<file path="src/rtl/net_delay_and_pkg.sv">
// Shared constants and helpers for the net_delay_and gate-plus-delay model.
// MODE selects inertial (glitch-swallowing) or transport (pure shift) delay.
package net_delay_and_pkg;

    localparam int MODE_INERTIAL  = 0;
    localparam int MODE_TRANSPORT = 1;

    // Bits needed to hold values 0 .. value-1.
    function automatic int clog2(input int value);
        int result;
        int rest;
        result = 0;
        rest   = value - 1;
        while (rest > 0) begin
            result = result + 1;
            rest   = rest >> 1;
        end
        return result;
    endfunction

endpackage

</file>
<file path="src/rtl/net_delay_chan.sv">
// One channel: AND of WIDTH inputs followed by a DELAY-cycle inertial or
// transport delay, with glitch-reject and change-in-flight flags.
module net_delay_chan
    import net_delay_and_pkg::*;
#(
    parameter int WIDTH = 2,
    parameter int DELAY = 10,
    parameter int MODE  = MODE_INERTIAL
) (
    input  logic             clock,
    input  logic             reset,
    input  logic [WIDTH-1:0] in,
    output logic             out,
    output logic             reject,
    output logic             pending
);

    logic a;

    always_comb begin
        a = &in;
    end

    generate
        if (MODE == MODE_TRANSPORT) begin : g_transport
            logic [DELAY-1:0] stages;

            always_ff @(posedge clock) begin
                if (!reset) begin
                    stages <= '0;
                end else begin
                    stages[0] <= a;
                    for (int unsigned i = 1; i < DELAY; i++) begin
                        stages[i] <= stages[i-1];
                    end
                end
            end

            always_comb begin
                out     = stages[DELAY-1];
                pending = |(stages ^ {DELAY{stages[DELAY-1]}});
                reject  = 1'b0;
            end
        end else begin : g_inertial
            localparam int CNT_W = clog2(DELAY + 1);
            localparam logic [CNT_W-1:0] CNT_LAST = CNT_W'(DELAY - 1);

            logic [CNT_W-1:0] cnt;
            logic             out_q;
            logic             reject_q;

            // cnt tracks how long a has disagreed with out; a return to
            // agreement before it reaches DELAY-1 is the swallowed glitch.
            always_ff @(posedge clock) begin
                if (!reset) begin
                    out_q    <= 1'b0;
                    cnt      <= '0;
                    reject_q <= 1'b0;
                end else if (a != out_q) begin
                    reject_q <= 1'b0;
                    if (cnt == CNT_LAST) begin
                        out_q <= a;
                        cnt   <= '0;
                    end else begin
                        cnt <= cnt + 1'b1;
                    end
                end else begin
                    reject_q <= (cnt != '0);
                    cnt      <= '0;
                end
            end

            always_comb begin
                out     = out_q;
                reject  = reject_q;
                pending = (cnt != '0);
            end
        end
    endgenerate

endmodule

</file>
<file path="src/rtl/net_delay_and.sv">
// CHANNELS independent AND gates, each driving its output through a
// cycle-accurate net delay; channels never interact.
module net_delay_and
    import net_delay_and_pkg::*;
#(
    parameter int WIDTH    = 2,
    parameter int CHANNELS = 4,
    parameter int DELAY    = 10,
    parameter int MODE     = MODE_INERTIAL
) (
    input  logic                      clock,
    input  logic                      reset,
    input  logic [CHANNELS*WIDTH-1:0] in,
    output logic [CHANNELS-1:0]       out,
    output logic [CHANNELS-1:0]       reject,
    output logic [CHANNELS-1:0]       pending
);

    for (genvar c = 0; c < CHANNELS; c++) begin : g_chan
        net_delay_chan #(
            .WIDTH(WIDTH),
            .DELAY(DELAY),
            .MODE (MODE)
        ) u_chan (
            .clock  (clock),
            .reset  (reset),
            .in     (in[c*WIDTH +: WIDTH]),
            .out    (out[c]),
            .reject (reject[c]),
            .pending(pending[c])
        );
    end

endmodule

</file>
<file path="config.mk">
export PLATFORM = sky130hd
export DESIGN_NAME = net_delay_and
export DESIGN_NICKNAME = d
export VERILOG_FILES = /design/src/rtl/net_delay_and_pkg.sv /design/src/rtl/net_delay_chan.sv /design/src/rtl/net_delay_and.sv
export SDC_FILE = /design/constraint.sdc
export NUM_CORES = 1
export LEC_CHECK = 0
export CAP_MARGIN = 5
export CORE_UTILIZATION = 48
export CTS_CLUSTER_DIAMETER = 120
export DETAILED_ROUTE_END_ITERATION = 10
export GPL_ROUTABILITY_DRIVEN = 1
export GPL_TIMING_DRIVEN = 0
export PLACE_DENSITY = 0.74
export REMOVE_ABC_BUFFERS = 1
export SETUP_SLACK_MARGIN = 0.05
export SLEW_MARGIN = 20
export SYNTH_ARGS = -nofsm -noshare
export SYNTH_HDL_FRONTEND = slang
export SYNTH_SLANG_ARGS = --single-unit
export TNS_END_PERCENT = 20
</file>
<file path="constraint.sdc">
create_clock -name clock -period 1.7 [get_ports clock]
set_input_delay 0.17 -clock clock [delete_from_list [all_inputs] [get_ports clock]]
set_output_delay 0.17 -clock clock [all_outputs]
set_load 0.02 [all_outputs]
</file>
# Yosys cells after proc, flatten, opt, wreduce, memory -nomap -nowiden
# Cells that the tools add are included.
[totals] wordCells=49 reg_bits=24
[classes] bitwise_logic=5 n_reduce_logical=20 eq_ne=8 addsub=4
[op_table] op="$add 4x1->4 const B" count=4
[op_table] op="$eq 4x4->1 const B" count=4
[op_table] op="$reduce_and 2->1" count=8
[op_table] op="$reduce_bool 4->1" count=4
[op_table] op="$reduce_or 3->1" count=4
[op_table] op="$reduce_or 2->1" count=4
[op_table] op="$not 1->1" count=5
[op_table] op="$ne 1x1->1" count=4

# Longest topological paths before layout
# Gate-level depths: netlist (run 1).
[depth] word_depth=4 mapped_depth=5 ltp_nobuf=5

# Cells and area by module
# From an unflattened synthesis (run 1), not the netlist that was laid out.
[hier_totals] hier_cells=124 area_unflattened_um2=1241.2
[modules_own_cells] module="net_delay_chan" area_each_um2=310.3 cells_each=31 n_inst=4

# Worst setup path after synthesis (run 1)
# No wires, ideal clock.
[synth_timing] path_kind="reg-to-reg" from="register g_chan[0].u_chan.g_inertial.cnt[1]" to="register g_chan[0].u_chan.g_inertial.cnt[2]" stages_incl_launch_ff=6 t_arrival_ns=1.105 setup_time_ns=0.059 setup_slack_ns=0.536 required_ns=1.641 period_less_slack_ns=1.164 path_cell_list="dfxtp_1 inv_1 ha_1 and3b_1 a211oi_2 and2_1"
[synth_between] elab_chain_cells=2 elab_cells_between_ends=3 cone_classes="add/sub (1); eq/ne (1); reduce/logical (1)"
[synth_rtl] element="start: declaration" line="net_delay_chan.sv:48" text="logic [CNT_W-1:0] cnt;"
[synth_rtl] element="start signal: assignment" line="net_delay_chan.sv:65" text="cnt <= cnt + 1'b1;"
[synth_rtl] element="parallel branches: the longest is 2 deep, another holds $add 4x1->4"
# Several ways; the timed one is not identified.
# A chain may end at the register's enable or synchronous reset.

# Worst setup path in the final report (run 1)
[layout_timing] from="register g_chan[0].u_chan.g_inertial.cnt[0]" to="output port pending[0]"
[layout_between] elab_chain_cells=1
[layout_rtl] element="$reduce_bool 4->1" line="net_delay_chan.sv:76" text="pending = (cnt != '0);"
[layout_rtl] element="end: declaration" line="net_delay_and.sv:16" text="output logic [CHANNELS-1:0] pending"
# Every way passes these cells.

==> results of run 1 <==
## final cells by class
class	instances	area (sq um)
clock buffers	3	22.5
clock inverters	1	30.0
fillers	202	872
inverters	12	45.0
multi-input cells	85	601
flip-flops and latches	24	483
well taps	28	35.0
repair buffers	21	209
## metal layers
layer  share of wire, %  wire length, um  vias up
met5                  0                0        -
li1                   -                -      452
met4               0.77               16        0
met1                 45              935      420
met2                 50             1030       19
met3                4.6               95        2
## worst paths after layout
kind / slack (ns) / cells after the start / end
setup / recovery: 0.09 / 4 / pending[0]
hold reg to reg: 0.47 / 1 / g_chan[2].u_chan.g_inertial.cnt[0]$_SDFF_PP0_
setup reg to reg: 0.33 / 5 / g_chan[0].u_chan.g_inertial.cnt[1]$_SDFF_PP0_
hold / removal: 0.47 / 1 / g_chan[2].u_chan.g_inertial.cnt[0]$_SDFF_PP0_
## state kept, by name (all words and copies together), names as in the netlist
register and count:
g_chan.u_chan.g_inertial.cnt 16, g_chan.u_chan.out 4, g_chan.u_chan.reject 4
## power groups by stage
| stage | combinational (mW) | clock [mW] | sequential [mW] |
|---|---|---|---|
| after floorplan | 0.0358 | 0 | 0.591 |
| after global placement | 0.0852 | 0 | 0.589 |
| after detailed placement | 0.0872 | 0 | 0.590 |
| after CTS | 0.0860 | 0.423 | 0.578 |
| after global routing | 0.0932 | 0.444 | 0.579 |
| final | 0.0847 | 0.415 | 0.577 |
## stage by stage
| step | setup slack (ns) | area, sq um |
|---|---|---|
| 6_report | 0.0937 | 1430 |
| 4_1_cts | -0.112 | 1420 |
| 2_1_floorplan | 0.536 | 1130 |
| 3_5_place_dp | 0.200 | 1370 |
| 3_3_place_gp | 0.195 | 1370 |
| 5_1_grt | 0.0283 | 1430 |
## cell usage in the layout (no fill, tap or decap), drive strengths merged, types with 4 or more instances in the layout
master         count
a21oi              5
and2               4
and3b              4
clkdlybuf4s50     17
dfxtp             24
ha                12
inv               12
nand2              9
nand3              4
nand3b             4
nor2              17
xor2               4
## cells by family (layout without fill, tap and decap cells)
group	Yosys count	after routing	share of synthesized area, %
AO/OA/AOI/OAI	17	17	10.5
buffers and inverters	24	37	11.1
multiplexers	1	1	0.823
adder cells (fa/ha/maj)	12	12	12.3
XOR/XNOR	7	7	5.04
AND/OR/NAND/NOR	48	48	20.7
flip-flops	24	24	39.5
## timing repair
action	4_1_cts	5_1_grt
pin swaps	0	0
gates resized for setup	5	1
hold endpoints to repair	0	0
setup buffers	0	0
endpoints found under the setup margin	4	3
==> metrics, run 1 <==
I/O Pins 22; TritonCTS Buffers 3; Rows 17; P_leak 0.598 nW; Routed WL 2080 um; Slowest Stage Delay on Critical Path 0.42 ns; Post-Syn Area 0.00122 sq mm; CTS sink cnt 24; Flop pwr share 53.6%; core area 0.00230 sq mm; first-pass detailed-route iteration total 4; grt ovf 0; vias post-DR 893; GPL Wtd Cong 0.767; status complete, no violations; Post-route DRC 0; final hold vios 0; Syn. warnings 0; Vias/cell 5.13; met2 usage 31.4%; WP data arrival 1.44 ns; CP max stage cell dfxtp_1; WL per Instance 12.0 um; Slew HR 75.3%; min-delay worst type reg -> reg; origin of the critical flop-to-flop path g_chan[0].u_chan.g_inertial.cnt[1]$_SDFF_PP0_; Hold Path Origin g_chan[2].u_chan.g_inertial.cnt[0]$_SDFF_PP0_; combinational share of power 7.9%; Setup crit start kind flip-flop; hold_buf cts 0; vias in the first global route 874; skew final 0.00316 ns; CP Cell Sequence inv_1, ha_1, nand2_1, dlygate4sd2_1; Initial Util 52.9%; layout cell share with drive strength beyond 1 6.85%; Worst setup EP type output pin; clock power share 38.5%; actual slew at the worst max-slew pin 0.369 ns; Avg Cell Area, Syn 9.14 sq um; die height 52.3 um; PD cells 756 mW/mm^2; async set or reset register ratio after synthesis 0%; Yosys top cell area share 39.5%; fin crit period 1.61 ns; list of most frequent post-synthesis cells dfxtp_1 (24), nor2_1 (17), buf_4 (12), ha_1 (12), inv_1 (12); clk slew on worst S/H paths 0.14 ns; most frequent cell after synthesis dfxtp_1; DRT antenna net count 0; max frequency 0.623 GHz; Min Hold Slack 0.473 ns; GRT Max-Usage Layer met2; Clock Tree Buf Depth 2; Worst path top cell family by delay buffers and inverters; DIE AREA 0.00274 sq mm; Iter 0 DRT Violations 12; RSZ-0062 raised after global routing true; Die W 52.3 um; cell taking the most area after synthesis dfxtp_1; largest net degree at the start of global routing 15; maximum vdd ir drop 0.370 mV; Setup TNS 0 ns; fin util 62.0%; Yosys reg bits 24; CTS tree yes; worst skew pair latency 0.31 ns; DP Cell Count 170; CP Data Required Time 1.53 ns; fin nets 169; Post-synth EDFFs 0; cell-internal power 0.851 mW; Final HPWL DP 1590 um; max-slew violations 0; WS Path Type reg -> out; top post-synthesis cells by area dfxtp_1 (40%), ha_1 (12%), buf_4 (7.4%); initial antenna violation count 0; period utilization 94.5%; Seq/Total Area, Yosys 39.5%; gate count of the mapped netlist 133; Syn-to-layout area delta 17.2%; Sw Pwr 0.226 mW; Final Non-Filler Cells 174; Buf/Inv on CP 2; Synth cell types 25; Main synth FF type dfxtp_1; Crit. Startpoint g_chan[0].u_chan.g_inertial.cnt[0]$_SDFF_PP0_; Critical Path Fanout Max 4; first-pass GRT wire length 3510 um; Global Route Usage Sum 17.6%; Final setup viols 0; H-tree levels 1; CTS root buffer clkbuf_4; Global Route met3 Usage 2.61%; GR Util met1 19.9%; Max-Cap Viols 0; PortBufs 21; n_diodes 0; Switching Share 21.0%; total power 1.08 mW
(Power assumes the default switching activity.)
==> run 2, diff against run 1 <==
Settings changed: CAP_MARGIN 5 to 20, CORE_UTILIZATION 48 to 51, PLACE_DENSITY 0.74 to 0.78.
==> metrics, run 2 (synthesis results as in run 1) <==
min-delay worst type in -> reg; r2r endpoint g_chan[0].u_chan.g_inertial.cnt[0]$_SDFF_PP0_; H-tree levels 1; Buf/Inv on CP 2; Vias/cell 5.11; Post-CTS Setup Repair Bufs 0; Global Route Usage Sum 18.3%; core area 0.00223 sq mm; largest net degree at the start of global routing 15; CP max stage cell dfxtp_1; Final HPWL DP 1490 um; Setup TNS 0 ns; Initial Util 54.5%; PD cells 751 mW/mm^2; die height 50.8 um; layout cell share with drive strength beyond 1 6.16%; Syn-to-layout area delta 16.8%; CP Depth 4; fin util 63.6%; origin of the critical flop-to-flop path g_chan[0].u_chan.g_inertial.cnt[1]$_SDFF_PP0_; max-slew violations 0; grt ovf 0; RSZ-0062 raised after global routing true; CTS sink cnt 24; Worst setup EP type output pin; TritonCTS Buffers 3; fin crit period 1.57 ns; Max-Cap Viols 0; Worst path top cell family by delay flip-flops; CTS tree yes; actual slew at the worst max-slew pin 0.346 ns; Rows 17; final setup margin 0.127 ns; DIE AREA 0.00258 sq mm; commonest non-fill, non-tap cells in the layout dfxtp_1 (23), nor2_1 (17), clkdlybuf4s50_1 (17), inv_1 (12), ha_1 (12); Top reg by flops g_chan.u_chan.g_inertial.cnt; vias post-DR 890; Die W 50.8 um; maximum vdd ir drop 0.561 mV; CP endpoint pending[1]; R2R depth 5; fill cell count 202; status complete, no violations; Clock Tree Buf Depth 2; initial antenna violation count 0; WP data arrival 1.40 ns; first-pass detailed-route iteration total 4; I/O Pins 22; Post-route DRC 0; total power 1.07 mW; area occupied by registers 482 sq um; PortBufs 21; commonest non-fill, non-tap cell in the layout dfxtp_1; WL per Instance 11.6 um; final hold vios 0; WS Path Type reg -> out; Min-Delay Path Depth 3; CTS root buffer clkbuf_4; CP Cell Sequence inv_1, ha_1, nand2_1, dlygate4sd2_1; vias in the first global route 833; Critical Path Fanout Max 5; worst skew pair latency 0.31 ns; hold_buf cts 0; GPL Wtd Cong 0.702; Iter 0 DRT Violations 6; DRT antenna net count 0; max reg flops 16; CP Data Required Time 1.53 ns; Min Hold Slack 0.484 ns; Crit. Startpoint g_chan[1].u_chan.g_inertial.cnt[0]$_SDFF_PP0_; Slew HR 76.4%; first-pass GRT wire length 3460 um; Slowest Stage Delay on Critical Path 0.43 ns; max frequency 0.636 GHz; clk slew on worst S/H paths 0.13 ns; period utilization 92.6%; fin nets 169; skew final 0.00644 ns; Routed WL 2020 um; n_diodes 0; Multi-input gate area 601 sq um; Setup WS pre-CTS 0.184 ns; P_leak 0.586 nW; Final setup viols 0; Setup crit start kind flip-flop; R2R setup slack 0.37 ns
[run 2: cell types whose count changed in the layout (fill, tap and decap cells not counted)]
cell,delta
dlymetal6s2s_1,-1
dfxtp_2,-1
dfxtp_1,+1
dlygate4sd2_1,+1
[run 2: worst register-to-register path, delay by kind of cell (launching register included)]
family          cells  cell delay [ns]
simple gates        2             0.36
buf+inv             1             0.09
fa+ha+maj           1             0.19
compound gates      1             0.23
flops               1             0.40
[run 2: stage by stage]
step | instances | instance area, sq um
6_report | 174 | 1420
4_1_cts | 174 | 1420
3_3_place_gp | 170 | 1370
3_5_place_dp | 170 | 1370
5_1_grt | 174 | 1420
2_1_floorplan | 121 | 1130
[run 2: cell type report]
cell class                      instances  share of cell area [%]
Clock buffer                            3                    1.59
Clock inverter                          1                    2.11
Inverter                               12                    3.17
Multi-Input combinational cell         85                    42.3
Sequential cell                        24                    33.9
Tap cell                               28                    2.47
Timing Repair Buffer                   21                    14.4
[run 2: what timing repair did]
item | 4_1_cts | 5_1_grt
setup endpoints to repair | 4 | 3
pin swaps | 0 | 0
gates cloned | 0 | 0
gates resized for setup | 4 | 1
[run 2: worst min-delay path by stage]
stage,from,to,slack (ns)
after CTS,in[1],g_chan[0].u_chan.out$_SDFFE_PN0P_,0.47
after global routing,in[1],g_chan[0].u_chan.out$_SDFFE_PN0P_,0.50
after global placement,g_chan[2].u_chan.g_inertial.cnt[0]$_SDFF_PP0_,g_chan[2].u_chan.g_inertial.cnt[0]$_SDFF_PP0_,0.46
final,in[1],g_chan[0].u_chan.out$_SDFFE_PN0P_,0.48
after floorplan,in[1],g_chan[0].u_chan.out$_SDFFE_PN0P_,0.32
after detailed placement,g_chan[1].u_chan.g_inertial.cnt[0]$_SDFF_PP0_,g_chan[1].u_chan.g_inertial.cnt[0]$_SDFF_PP0_,0.47
[run 2: routing by layer]
layer  vias to the layer above  routed length, um  GRT usage, %
li1                        455                  -             -
met1                       414                922          20.0
met2                        17                988          33.1
met3                         4                 60          3.57
met4                         0                 42          9.72
met5                         -                  0             0
[run 2: power by group]
group	total [mW]	leakage [nW]	switching (mW)	internal [mW]
Sequential	0.577	0.195	0.00663	0.570
Clock	0.406	0.0279	0.167	0.238
Combinational	0.0843	0.363	0.0426	0.0417
